`src/rtl/led_btn_ctrl.sv`:
```
// Button-to-LED panel controller: per-channel sync, debounce, press detect and LED mode.
// Optional PWM dimming is compiled in when LED_PWM_DIM_EN is defined.
module led_btn_ctrl #(
    parameter int NUM_CH         = 5,
    parameter int DEBOUNCE_CYC   = 1_562_500,
    parameter int BLINK_HALF_CYC = 39_062_500,
    parameter int PWM_BITS       = 4
) (
    input  logic                  clk156,
    input  logic                  rst_n,
    input  logic [NUM_CH-1:0]     user_btn,
    input  logic [2*NUM_CH-1:0]   mode,
`ifdef LED_PWM_DIM_EN
    input  logic [PWM_BITS-1:0]   dim_level,
`endif
    output logic [NUM_CH-1:0]     user_led,
    output logic [NUM_CH-1:0]     press_evt
);

    localparam int DCW = $clog2(DEBOUNCE_CYC);
    localparam int BW  = $clog2(BLINK_HALF_CYC);
    localparam logic [DCW-1:0] DB_LAST    = DCW'(DEBOUNCE_CYC - 1);
    localparam logic [BW-1:0]  BLINK_LAST = BW'(BLINK_HALF_CYC - 1);

    typedef enum logic [1:0] {
        MODE_DIRECT = 2'b00,
        MODE_TOGGLE = 2'b01,
        MODE_BLINK  = 2'b10,
        MODE_OFF    = 2'b11
    } mode_t;

    if (DEBOUNCE_CYC < 2 || BLINK_HALF_CYC < 2 || PWM_BITS < 1) begin : g_bad_params
        $error("led_btn_ctrl: DEBOUNCE_CYC and BLINK_HALF_CYC must be >= 2, PWM_BITS >= 1");
    end

    logic [NUM_CH-1:0]   sync1, sync2, stable, stable_d, latch;
    logic [DCW-1:0]      db_cnt [NUM_CH];
    logic [2*NUM_CH-1:0] mode_q;
    logic [BW-1:0]       blink_cnt;
    logic                blink_phase;

    logic                blink_wrap, blink_phase_next;
    logic [NUM_CH-1:0]   press, latch_next, led_state, led_gate;

    // Latch and LED decisions use next-state values so the LED lands on the same edge as press_evt.
    always_comb begin
        press            = stable & ~stable_d;
        blink_wrap       = (blink_cnt == BLINK_LAST);
        blink_phase_next = blink_phase ^ blink_wrap;
        latch_next       = latch;
        led_state        = '0;
        for (int i = 0; i < NUM_CH; i++) begin
            if (mode[2*i +: 2] != mode_q[2*i +: 2]) begin
                latch_next[i] = 1'b0;
            end else begin
                case (mode_t'(mode[2*i +: 2]))
                    MODE_TOGGLE, MODE_BLINK: latch_next[i] = latch[i] ^ press[i];
                    default:                 latch_next[i] = 1'b0;
                endcase
            end
            case (mode_t'(mode[2*i +: 2]))
                MODE_DIRECT: led_state[i] = stable[i];
                MODE_TOGGLE: led_state[i] = latch_next[i];
                MODE_BLINK:  led_state[i] = latch_next[i] & blink_phase_next;
                default:     led_state[i] = 1'b0;
            endcase
        end
    end

`ifdef LED_PWM_DIM_EN
    logic [PWM_BITS-1:0] pwm_cnt, pwm_next;

    always_comb begin
        pwm_next = pwm_cnt + PWM_BITS'(1);
        if (dim_level == '1) begin
            led_gate = '1;
        end else if (pwm_next < dim_level) begin
            led_gate = '1;
        end else begin
            led_gate = '0;
        end
    end

    always_ff @(posedge clk156) begin
        if (!rst_n) begin
            pwm_cnt <= '0;
        end else begin
            pwm_cnt <= pwm_next;
        end
    end
`else
    assign led_gate = '1;
`endif

    // A bounce anywhere inside the window restarts that channel's count.
    always_ff @(posedge clk156) begin
        if (!rst_n) begin
            sync1       <= '0;
            sync2       <= '0;
            stable      <= '0;
            stable_d    <= '0;
            latch       <= '0;
            mode_q      <= '0;
            blink_cnt   <= '0;
            blink_phase <= 1'b0;
            press_evt   <= '0;
            user_led    <= '0;
            for (int i = 0; i < NUM_CH; i++) begin
                db_cnt[i] <= '0;
            end
        end else begin
            sync1 <= user_btn;
            sync2 <= sync1;
            for (int i = 0; i < NUM_CH; i++) begin
                if (sync2[i] != stable[i]) begin
                    if (db_cnt[i] == DB_LAST) begin
                        stable[i] <= sync2[i];
                        db_cnt[i] <= '0;
                    end else begin
                        db_cnt[i] <= db_cnt[i] + DCW'(1);
                    end
                end else begin
                    db_cnt[i] <= '0;
                end
            end
            stable_d    <= stable;
            latch       <= latch_next;
            mode_q      <= mode;
            blink_cnt   <= blink_wrap ? '0 : blink_cnt + BW'(1);
            blink_phase <= blink_phase_next;
            press_evt   <= press;
            user_led    <= led_state & led_gate;
        end
    end

endmodule
```
`config.mk`:
```
export PLATFORM = sky130hd
export DESIGN_NAME = led_btn_ctrl
export DESIGN_NICKNAME = d
export VERILOG_FILES = /design/src/rtl/led_btn_ctrl.sv
export SDC_FILE = /design/constraint.sdc
export NUM_CORES = 1
export LEC_CHECK = 0
export CAP_MARGIN = 20
export CORE_AREA = 5 5 194 196
export CTS_BUF_LIST = sky130_fd_sc_hd__clkbuf_4 sky130_fd_sc_hd__clkbuf_8
export DETAILED_ROUTE_END_ITERATION = 10
export DIE_AREA = 0 0 199 201
export GPL_ROUTABILITY_DRIVEN = 0
export PLACE_DENSITY = 0.51
export SYNTH_ARGS = -nofsm -noshare
export SYNTH_HDL_FRONTEND = slang
export SYNTH_SLANG_ARGS = --single-unit
```
`constraint.sdc`:
```
create_clock -name clk156 -period 2.7 [get_ports clk156]
set_clock_uncertainty 0.05 [all_clocks]
set_input_delay 0.54 -clock clk156 [delete_from_list [all_inputs] [get_ports clk156]]
set_output_delay 0.54 -clock clk156 [all_outputs]
set_load 0.02 [all_outputs]
```
==> flow_metrics.tcl <==
set metrics [dict create \
    synthCells 842 \
    layout-drive-gt1-share 0.05253 \
    io_pins 27 \
    cts_resized 0 \
    peakVddDrop_mv 0.3077 \
    ys_ff_latch 177 \
    dpl.hpwl_um 10760 \
    drv_cap 0 \
    period_minus_slack_ns 2.269 \
    finalNonFillerCells 1458 \
    hp-class "reg2reg" \
    netlist.area_leader.share 0.3604 \
    synth_area_per_cell_um2 10.39 \
    cp_max_fo 21 \
    startpoint_type "register" \
    die_w_um 199 \
    drtIter0Drc 245 \
    hold_viol_final 0 \
    fin_crit_sh 0.8404 \
    syn_to_final_growth_pct 17.82 \
    ys_warn_count 0 \
    status "complete, no violations" \
    fin_setup_tns_ns 0 \
    rsz0062_at_grt "false" \
    netlist_area_um2 8748 \
    fp.dieArea_um2 40000 \
    reg.largest.list "db_cnt: 105 flops, blink_cnt: 26 flops, mode_q: 10 flops" \
    clock_sinks 177 \
    cts_max_path_buffers 2 \
    grt_usage 0.07952 \
    core-area_um2 35910 \
    cts_inserted_buffers 17 \
    utilization 0.2870 \
    hold_buffers 0 \
    antenna_left 0 \
    drtPass1Iterations 4 \
    power.leakage_nw 3.713 \
    worstPathArrival_ns 2.41 \
    clk_pin_slew_ns 0.09 \
    start_util 0.2436 \
    grt_max_degree 26 \
    cts_tree "yes" \
    fin_nets 1020 \
    synthArstFlopShare 0 \
    largest_reg_flops 105 \
    path_class "reg2reg" \
    setup_slack_ns 0.4309 \
    hold_ws_ns 0.3883 \
    synth_edf_count 105 \
    place_ws_ns 0.3668 \
    cts-root-buf "clkbuf_8" \
    synth_flop_cell "edfxtp_1" \
    top_register "db_cnt" \
    row_count 70 \
    synth_top_cells_by_area "edfxtp_1 (36%), dfxtp_1 (16%), xor2_1 (8.0%), nor2_1 (6.5%), xnor2_1 (5.9%)" \
    fmax_ghz 0.4407 \
    via_per_inst 3.952 \
    relSlewSlack 0.4714 \
    dp_cells 1426 \
    placed_area_um2 9913 \
    postCtsSetupRepairBufs 0 \
    synth_top_cell_by_area "edfxtp_1" \
    insertion_delay_ns 0.46 \
    grt_pass1_wl_um 26400 \
    design_area_um2 10310 \
    routed_wl_um 15210 \
    diodes 0 \
    grt_overflow 0 \
    final_common_cell "nor2_1" \
    p_per_area_nw_per_um2 498.2 \
    endpoint_kind "register" \
    synth.distinct_cells 44 \
    port_buffers 26 \
    fin_total_pwr_mw 5.135 \
    drc 0 \
    drv_slew 0 \
    via_count 5762 \
    synth_seq_area_share 0.5252 \
    h-tree-depth 4 \
    mostFrequentLayoutCells "nor2_1 (151), edfxtp_1 (105), conb_1 (105)" \
    antenna_found_initial 1 \
    wl_per_cell_um 10.43 \
    die_y_um 201 \
    grt_pass1_vias 5596 \
    finalSetupViolCount 0 \
    tightest_slew_ns 0.7856 \
    required_ns 2.84 \
]
## worst max-delay path: stages, from the launching register on
cell	delay, ns
edfxtp_1	0.47
or4b_2	0.67
nor3_1	0.20
nand3_1	0.16
nand3_2	0.35
nor2_1	0.10
## area by class of cell
class                   count  area [um^2]
clock inverters            14        152.6
repair buffers             34        327.8
flip-flops and latches    177         4594
clock buffers              18        241.5
multi-input cells         718         4297
well taps                 468        585.6
fillers                  3744        25600
inverters                  29        108.9
## power by group
part,switching (mW),total (mW),internal (mW)
registers,0.0799,3.02,2.94
clock network,1.02,1.88,0.851
logic,0.129,0.238,0.109
## cell families after synthesis
logic type                 share of synthesized area
muxes                                       0.005721
buffers and inverters                        0.02832
AOI/OAI and AO/OA                           0.007437
adders and majority gates                    0.03719
and+or+nand+nor                               0.2566
DFF                                           0.5252
other                                      0.0004287
xor gates and xnor gates                      0.1392
## cell usage after synthesis, drive strengths merged (21+ instances only)
library cell and n:
ha 26, and3 25, nand3 51, edfxtp 105
nor3 21, xor2 80, xnor2 59, nor2 151
and2 34, dfxtp 72, nand4 30, nand2 45
inv 29
## final timing paths
check / from / endpoint / slack [ns] / cells after the start
worst max-delay path: db_cnt[1][2] / db_cnt[1][19] / 0.43 / 5
worst min-delay path: sync1[2] / sync2[2] / 0.39 / 1
worst max register to register: db_cnt[1][2] / db_cnt[1][19] / 0.43 / 5
worst min register to register: sync1[2] / sync2[2] / 0.39 / 1
## metal layers
metal / vias up / track usage / routed length, um
met5: - / 0 / 0
met4: 0 / 0.02198 / 115
met3: 9 / 0.02484 / 648
met2: 46 / 0.1230 / 6865
met1: 2642 / 0.1076 / 7575
li1: 3065 / - / -
Power figures use the tool's default switching activity.
